File: src/rtl/fetch_unit.sv
// fetch_unit: single-outstanding instruction fetch FSM with decoded fields.
// Optional MISALIGN_TRAP_EN: halt on misaligned redirect instead of masking.
module fetch_unit #(
  parameter logic [31:0] RESET_PC = 32'h0000_0000
) (
  input  logic        clk,
  input  logic        rst,
  output logic        imem_req,
  output logic [31:0] imem_addr,
  input  logic        imem_rvalid,
  input  logic [31:0] imem_rdata,
  input  logic        instr_ack,
  input  logic        pc_sel,
  input  logic [31:0] branch_target,
  output logic        instr_valid,
  output logic [31:0] instr,
  output logic [31:0] pc,
  output logic [31:0] pc_plus4,
  output logic [6:0]  opcode,
  output logic [2:0]  funct3,
  output logic [6:0]  funct7,
  output logic [4:0]  rd,
  output logic [4:0]  rs1,
  output logic [4:0]  rs2,
  output logic        misalign_err
);

  localparam logic [31:0] NOP = 32'h0000_0013;

  typedef enum logic [2:0] {
    IDLE,
    FETCH,
    WAIT,
    VALID,
    HALT
  } state_t;

  state_t      state;
  state_t      state_nx;
  logic        take;
  logic        mis;
  logic [31:0] pc_nx;

  assign take = (state == VALID) && instr_ack;

`ifdef MISALIGN_TRAP_EN
  assign mis = pc_sel && (branch_target[1:0] != 2'b00);
`else
  assign mis = 1'b0;
`endif

  assign pc_plus4 = pc + 32'd4;
  assign pc_nx    = pc_sel ? (branch_target & 32'hFFFF_FFFC)
                           : pc_plus4;

  assign imem_req    = (state == FETCH);
  assign imem_addr   = pc;
  assign instr_valid = (state == VALID);

  assign opcode = instr[6:0];
  assign funct3 = instr[14:12];
  assign funct7 = instr[31:25];
  assign rd     = instr[11:7];
  assign rs1    = instr[19:15];
  assign rs2    = instr[24:20];

  // next-state: one request, wait for data, hold until retired
  always_comb begin
    state_nx = state;
    unique case (state)
      IDLE:  state_nx = FETCH;
      FETCH: state_nx = WAIT;
      WAIT:  if (imem_rvalid) state_nx = VALID;
      VALID: if (instr_ack) state_nx = mis ? HALT : FETCH;
      HALT:  state_nx = HALT;
      default: state_nx = IDLE;
    endcase
  end

  // state register
  always_ff @(posedge clk or posedge rst) begin
    if (rst) state <= IDLE;
    else     state <= state_nx;
  end

  // pc advances only when the current instruction retires
  always_ff @(posedge clk or posedge rst) begin
    if (rst)              pc <= RESET_PC;
    else if (take && !mis) pc <= pc_nx;
  end

  // instruction latch, only accepts data while a request is open
  always_ff @(posedge clk or posedge rst) begin
    if (rst)                              instr <= NOP;
    else if (state == WAIT && imem_rvalid) instr <= imem_rdata;
  end

`ifdef MISALIGN_TRAP_EN
  logic err_q;

  // sticky misaligned-redirect flag, cleared only by reset
  always_ff @(posedge clk or posedge rst) begin
    if (rst)              err_q <= 1'b0;
    else if (take && mis) err_q <= 1'b1;
  end

  assign misalign_err = err_q;
`else
  assign misalign_err = 1'b0;
`endif

endmodule

File: config.mk
export PLATFORM = sky130hd
export DESIGN_NAME = fetch_unit
export DESIGN_NICKNAME = d
export VERILOG_FILES = /design/src/rtl/fetch_unit.sv
export SDC_FILE = /design/constraint.sdc
export NUM_CORES = 1
export LEC_CHECK = 0
export ABC_CLOCK_PERIOD_IN_PS = 2780
export CORE_MARGIN = 2
export CORE_UTILIZATION = 30
export DETAILED_ROUTE_END_ITERATION = 6
export PLACE_DENSITY = 0.61
export SYNTH_ARGS = -nofsm -noshare
export SYNTH_HDL_FRONTEND = slang
export SYNTH_SLANG_ARGS = --single-unit
File: constraint.sdc
create_clock -name clk -period 2.78 [get_ports clk]
set_input_delay 0.278 -clock clk [delete_from_list [all_inputs] [get_ports clk]]
set_output_delay 0.278 -clock clk [all_outputs]
set_load 0.02 [all_outputs]
==> qor.csv <==
metric;value;unit
status;finished, final reports clean;
final_common_cell;clkdlybuf4s50_1;
cts_resized;19;
clk_latency;0.32;ns
drt-pass1-iter-count;5;
drtAntennaViolNets;0;
clk_pin_slew;0.06;ns
multi_input_comb_area;2060;um^2
cp-end-kind;primary output;
ff_latch_area;1630;um^2
async_reset_ff_share;100;%
place_congestion;0.789;
cts.path.max_buffers;2;
ys.flop_type;dfrtp_1;
grt_pass1_wl;21.0;mm
leakagePower;0.00278;uW
final_nets;716;
route.detailed.drc;0;
fin_worst_skew;0.00826;ns
fp.dieW;124;um
worst_ir_drop_vdd;0.443;mV
initial_core_util;30.9;%
syn_area_per_cell;9.13;um^2
die_h;124;um
io_buffers;222;
relSlewSlack;43.3;%
synth_cells;473;
r2r_end;imem_addr[21]$_DFFE_PP0P_;
ys_ff_latch;65;
clock.fmax;379;MHz
p_per_area;1300;nW/um^2
hold_class;input port to asynchronous set/reset pin;
synth_top_area_share;35.9;%
cp-start-kind;flop;
synth_edf_count;0;
htreeDepth;3;
synth_warnings;0;
cts_tree;built;
grt-ovfl-total;0;
grt_max_degree;43;
synthToLayoutAreaGrowth;57.5;%
synth-seq-area-share;37.8;%
startpoint;imem_addr[3]$_DFFE_PP0P_;
synth.area.top_cells;dfrtp_1, buf_4, mux2_2, xor2_1, xnor2_1;
n_antenna_cell;0;
path_max_fanout;6;
hold_viol;0;
final_cell_mix;clkdlybuf4s50_1, dfrtp_1, buf_4;
num_io_pins;232;
first_iter_violations;149;
maxCapViolations;0;
rsz0062_at_grt;false;
drt_wl_total;14.0;mm
fill_cells;1310;
cts_sinks;65;
crit_path_end;pc_plus4[24];
worst_slew_pin_slew;0.849;ns
die-area;15400;um^2
synth.cell_area;4320;um^2
hpwlAfterDp;10.6;mm
slew_viol_final;0;
postCtsSetupBuffers;0;
drive_gt1_share;18.0;%
utilization;48.6;%
holdBufCountCts;0;
setup_violations;0;
ys_types;53;
routed_via_density;4.92;
finalSetupTns;0;ns
r2r_start;state[2]$_DFFE_PP0P_;
grt_usage;17.7;%
wl_per_cell;16.9;um
core_area;14000;um^2
period_share;95.0;%
min_period;2.64;ns
crit_type;flop to primary output;
r2r_cells;5;
clockRootBuffer;clkbuf_16;
vias;4087;
worstPathArrival;2.36;ns
cp.required;2.50;ns
cts_made_buffers;9;
first_global_vias;4022;
yosysTopAreaCell;dfrtp_1;
grt_antenna_before_repair;0;
r2r_setup_slack;0.79;ns
rows;43;
## synthesized netlist by cell type (all sizes together) (12+ instances only)
cell and instances:
nand4 12, and3 17, nand3 20, dfrtp 62, nor2 18, buf 82, mux2 32, xnor2 13
nand2 28, xor2 14, clkbuf 27, nor3 16, o21ai 14, a21oi 19
## flip-flops by register name, indices dropped and copies added (netlist names)
signal,count
instr,32
imem_addr,30
state,3
## report_power, final
part / switching [uW] / leakage, uW / internal, uW / total (uW)
logic: 2960 / 0.00187 / 2780 / 5740
registers: 498 / 0.000748 / 1430 / 1920
clock network: 414 / 0.000156 / 782 / 1200
## worst max-delay path, cell delays in order (launching register included)
cell	delay (ns)
dfrtp_2	0.41
ha_1	0.19
nand4_1	0.22
buf_4	0.24
nor4_2	0.24
and3_1	0.26
xnor2_1	0.14
dlygate4sd2_1	0.35
## per-layer routing
metal	vias to the layer above	global-route usage (%)	share of wire [%]
met2	170	30.5	49
met3	14	4.99	8.6
met4	0	5.62	1.6
li1	1948	-	-
met5	-	0	0
met1	1955	21.3	41
## cell families after synthesis
kind of cell	after synthesis	share of synthesized area (%)
buf+inv	118	16.6
simple gates	147	18.4
mux	36	9.27
fa+ha+maj	1	0.290
compound gates	78	12.1
other cells	1	0.0868
flops	65	37.8
xor+xnor	27	5.48
## worst min-delay path by stage
stage                     startpoint               endpoint  slack (ns)  cells past startpoint
5_1_grt                          rst  instr[11]$_DFFE_PP0P_        0.37                      2
2_1_floorplan              instr_ack   state[1]$_DFFE_PP0P_        0.38                      1
6_report                         rst  instr[11]$_DFFE_PP0P_        0.34                      2
3_3_place_gp   instr[29]$_DFFE_PP0P_  instr[29]$_DFFE_PP0P_        0.51                      1
3_5_place_dp   instr[14]$_DFFE_PP0P_  instr[14]$_DFFE_PP0P_        0.53                      1
4_1_cts                          rst   state[0]$_DFFE_PP0P_        0.36                      2
## per-stage QoR
step	worst slack [ns]	cells	hold WS (ns)	instance area, um^2	power (uW)
floorplan	0.167	479	0.383	4340	5370
global placement	0.115	815	0.511	6450	7730
detailed placement	0.0838	815	0.527	6450	7790
CTS	0.00635	831	0.362	6780	8960
global route	0.0186	831	0.374	6800	9420
finish	0.140	831	0.340	6800	8860
## layout make-up
cell class	instances	area share (%)
Multi-Input combinational cell	296	30.3
Timing Repair Buffer	265	37.3
Sequential cell	65	24.0
Tap cell	180	3.31
Clock buffer	10	3.37
Clock inverter	6	1.23
Inverter	9	0.497
Power figures use the tool's default switching activity.
==> RTL edit 1 (config.mk and constraints unchanged) <==
Add a define of `MISALIGN_TRAP_EN`.
--- a/src/rtl/fetch_unit.sv
+++ b/src/rtl/fetch_unit.sv
@@ -1,5 +1,7 @@
 // fetch_unit: single-outstanding instruction fetch FSM with decoded fields.
 // Optional MISALIGN_TRAP_EN: halt on misaligned redirect instead of masking.
+`define MISALIGN_TRAP_EN
+
 module fetch_unit #(
   parameter logic [31:0] RESET_PC = 32'h0000_0000
 ) (
Check against the original RTL: not equivalent (a bounded check fails within 10 cycles, from zero or initial values and one cycle with rst high).
==> RTL edit 1 against the original RTL <==
Routed wire length is 2.6% higher; global-route usage rose by 0.44 points; synthesized cell count shrank 3.0%; area after synthesis grew 2.7%; setup slack worse by 28 ps; sequential cell count rose by 1; cell area rose by 1.7%; sequential power down 4%; power decreased by 8.4%; clock power is 3% lower; cell count shrank 0.24%; critical path type unchanged; largest cell class unchanged.
==> RTL edit 1: results (changes against the original RTL) <==
stage	metric	value	unit	change
status	outcome	finished, final reports clean		unchanged
critical_path	reg2regPathDepth	5		unchanged
critical_path	slowest_delay	640	ps	was 410 ps
logic_synthesis	syn_inst	459		was 473
cts	clk_latency	330	ps	
sta	skew	6.17	ps	was 8.26 ps
logic_synthesis	yosysWarnings	0		unchanged
final_layout	regMostFlops	instr		unchanged
logic_synthesis	synth_cell_types	58		was 53
detailed_routing	detail_route.wl_per_cell	17.3	um	was 16.9 um
global_routing	antenna_found_initial	0		unchanged
logic_synthesis	synth_area_leaders	dfrtp_1 (36%), buf_4 (12%), mux2_2 (7.6%)		was dfrtp_1 (36%), buf_4 (12%), mux2_2 (8.3%)
final_layout	largest_reg_flops	32		unchanged
min_path	hold_path.class	in -> async		unchanged
critical_path	slowest_stage	clkdlybuf4s50_1		was dfrtp_2
placed_design	portBuffers	225		was 222
final_layout	nets	710		was 716
logic_synthesis	synthFlopType	dfrtp_1		unchanged
logic_synthesis	async_flop_share	100	%	unchanged
power_and_ir_drop	ir_worst_vdd	472	uV	was 443 uV
cts	cts_buffers	9		unchanged
critical_path	reg2reg_setup_slack	750	ps	was 790 ps
placed_design	gp_congestion	0.818		was 0.789
global_routing	track_usage	18.1	%	was 17.7%
final_layout	drive_above_1_share	17.8	%	was 18.0%
detailed_routing	dr_total_vias	4097		was 4087
logic_synthesis	seq_area_frac_synth	37.3	%	was 37.8%
sta	hold_slack	381	ps	was 340 ps
logic_synthesis	yosys-top-cells-count	buf_4 (68), dfrtp_1 (63), mux2_2 (30), nand2_1 (28), nor3_1 (27)		was buf_4 (70), dfrtp_1 (62), mux2_2 (32), nand2_1 (28), clkbuf_1 (27)
detailed_routing	routed_via_density	4.94		was 4.92
critical_path	cp.arrival	2390	ps	was 2360 ps
critical_path	critPathTopFamily	buffers and inverters		was simple AND/OR/NAND/NOR gates
global_routing	grt_start_max_net_pins	59		was 43
global_routing	grt_first_pass_wirelength	22.6	mm	was 21.0 mm
detailed_routing	first_pass_iters	4		was 5
power_and_ir_drop	power_leakage	2.75	nW	was 2.78 nW
critical_path	r2r-end	imem_addr[22]$_DFFE_PP0P_		was imem_addr[21]$_DFFE_PP0P_
placed_design	dpl.hpwl	10.7	mm	was 10.6 mm
placed_design	placed_area	6540	um2	was 6450 um2
placed_design	dp_cells	811		was 815
sta	maxSlewHeadroom	53.8	%	was 43.3%
final_layout	nFillCells	1368		was 1310
cts	clockBufferDepth	2		unchanged
critical_path	crit_fanout	8		was 6
detailed_routing	drtIter0Drc	189		was 149
detailed_routing	drc	0		unchanged
[RTL edit 1: layout make-up]
cell class | instances | area (um2) | share of cell area [%]
Sequential cell | 66 | 1660 | 24.0
Tap cell | 184 | 230 | 3.33
Inverter | 12 | 45.0 | 0.651
Clock buffer | 10 | 239 | 3.46
Multi-Input combinational cell | 288 | 2110 | 30.5
Clock inverter | 6 | 66.3 | 0.959
Timing Repair Buffer | 263 | 2570 | 37.2
[RTL edit 1: stage by stage]
stage	utilization [%]	worst slack [ps]
after floorplan	-	426
after global placement	45.2	154
after detailed placement	45.2	117
after CTS	47.4	24.9
after global routing	47.8	-15.9
final	47.8	112
[RTL edit 1: what timing repair did]
action	CTS	global route
resized for setup	10	16
pin swaps	2	0
setup endpoints to repair	17	14
setup buffers	2	0
[RTL edit 1: metal layers]
layer	track usage (%)	vias to the layer above	wire length, um
met5	0	-	0
li1	-	1936	-
met1	22.9	1968	6050
met3	3.98	19	1000
met2	30.7	174	7080
met4	5.95	0	249
[RTL edit 1: logic make-up after synthesis]
kind of cell               synth area share, %
buffers and inverters                     16.5
adders and majority gates                0.282
xor gates and xnor gates                  4.94
and+or+nand+nor                           18.9
AOI/OAI and AO/OA                         13.3
muxes                                     8.58
DFF                                       37.3
other                                   0.0846
[RTL edit 1: how the worst max path moves through the flow]
| stage | start | to | slack [ps] | cells past startpoint |
|---|---|---|---|---|
| final | imem_addr[8]$_DFFE_PP0P_ | pc_plus4[13] | 110 | 5 |
| after floorplan | imem_addr[2]$_DFFE_PP0P_ | pc_plus4[28] | 430 | 5 |
| after detailed placement | imem_addr[5]$_DFFE_PP0P_ | pc_plus4[22] | 120 | 5 |
| after global placement | imem_addr[4]$_DFFE_PP0P_ | pc_plus4[22] | 150 | 5 |
| after global routing | imem_addr[8]$_DFFE_PP0P_ | pc_plus4[12] | -20 | 5 |
| after CTS | imem_addr[2]$_DFFE_PP0P_ | pc_plus4[26] | 20 | 7 |
[RTL edit 1: where the power goes]
| group | switching [mW] | internal [mW] |
|---|---|---|
| Sequential | 0.444 | 1.41 |
| Clock | 0.445 | 0.718 |
| Combinational | 2.60 | 2.50 |
==> RTL edit 2 (same settings) <==
Made on the original files. The 5 states of `state_t` get a Gray code encoding in 3 bits.
--- a/src/rtl/fetch_unit.sv
+++ b/src/rtl/fetch_unit.sv
@@ -28,11 +28,11 @@
   localparam logic [31:0] NOP = 32'h0000_0013;
 
   typedef enum logic [2:0] {
-    IDLE,
-    FETCH,
-    WAIT,
-    VALID,
-    HALT
+    IDLE  = 3'b000,
+    FETCH = 3'b001,
+    WAIT  = 3'b011,
+    VALID = 3'b010,
+    HALT  = 3'b110
   } state_t;
 
   state_t      state;
Function: same outputs for any inputs over 10 cycles, from zero or initial values and one cycle with rst high; not proved beyond that.
==> RTL edit 2 against the original RTL <==
Sequential cell count is the same; largest cell class unchanged; setup slack worse by 23 ps; sequential share of layout area hardly changed; routed wire length increased by 0.41%; power shrank 6.0%; area after synthesis decreased by 0.17%; cell area is 0.26% higher; core utilization is 0.31 points higher.
==> RTL edit 2: results (changes against the original RTL) <==
stage	metric	value	unit	change
status	outcome	finished, final reports clean		unchanged
critical_path	reg2reg_setup_slack	810	ps	was 790 ps
logic_synthesis	synth_cell_types	58		was 53
final_layout	nets	711		was 716
global_routing	track_usage	17.6	%	was 17.7%
power_and_ir_drop	power_leakage	2.79	nW	was 2.78 nW
critical_path	cp-startpoint	imem_addr[2]$_DFFE_PP0P_		was imem_addr[3]$_DFFE_PP0P_
critical_path	slowest_delay	650	ps	was 410 ps
detailed_routing	dr_total_vias	4057		was 4087
power_and_ir_drop	pwr-share-comb	64.5	%	was 64.8%
final_layout	drive_above_1_share	18.3	%	was 18.0%
critical_path	r2r-end	imem_addr[24]$_DFFE_PP0P_		was imem_addr[21]$_DFFE_PP0P_
global_routing	grt_pass1_vias	3794		was 4022
power_and_ir_drop	ir_worst_vdd	525	uV	was 443 uV
detailed_routing	wl_met1	5.89	mm	was 5.72 mm
placed_design	dp_cells	800		was 815
logic_synthesis	synth_compound_area_share	12.5	%	was 12.1%
power_and_ir_drop	pwr-share-seq	22.9	%	was 21.7%
placed_design	dpl.hpwl	10.4	mm	was 10.6 mm
global_routing	grt_use_met3	3.98	%	was 4.99%
sta	fmax	0.375	GHz	was 0.379 GHz
placed_design	dp_slack	225	ps	was 83.8 ps
power_and_ir_drop	switchingPower	3.64	mW	was 3.87 mW
critical_path	cp-endpoint	pc_plus4[18]		was pc_plus4[24]
detailed_routing	first_pass_iters	4		was 5
final_layout	nFillCells	1282		was 1310
sta	skew	4.55	ps	was 8.26 ps
placed_design	placed_area	6430	um2	was 6450 um2
critical_path	cp.arrival	2390	ps	was 2360 ps
detailed_routing	wirelength	14.1	mm	was 14.0 mm
final_layout	ff_latch_area	1630	um2	about the same
logic_synthesis	synth_xor_xnor_area_share	5.49	%	was 5.48%
placed_design	gp_congestion	0.716		was 0.789
critical_path	crit_fanout	5		was 6
global_routing	grt_use_met2	31.4	%	was 30.5%
logic_synthesis	yosys-top-cells-count	buf_4 (69), dfrtp_1 (62), mux2_2 (32), nand2_1 (25)		was buf_4 (70), dfrtp_1 (62), mux2_2 (32), nand2_1 (28), clkbuf_1 (27)
detailed_routing	routed_via_density	4.91		was 4.92
sta	hold_slack	345	ps	was 340 ps
-- RTL edit 2: kinds of logic after synthesis --
| family | after synthesis |
|---|---|
| other | 1 |
| AOI/OAI and AO/OA | 80 |
| adders and majority gates | 1 |
| buffers and inverters | 109 |
| and+or+nand+nor | 139 |
| muxes | 34 |
| xor gates and xnor gates | 27 |
| DFF | 65 |
-- RTL edit 2: cell type report --
| cell class | count | share of cell area [%] |
|---|---|---|
| clock buffer | 11 | 3.56 |
| sequential | 65 | 23.9 |
| clock inverter | 5 | 0.459 |
| tap | 180 | 3.30 |
| multi-input combinational | 288 | 30.3 |
| timing repair buffer | 264 | 37.7 |
| inverter | 13 | 0.716 |
-- RTL edit 2: what timing repair did --
| item | in CTS | in global routing |
|---|---|---|
| setup endpoints to repair | 11 | 19 |
| resized for setup | 1 | 13 |
| pin swaps | 4 | 4 |
| setup buffers | 2 | 8 |
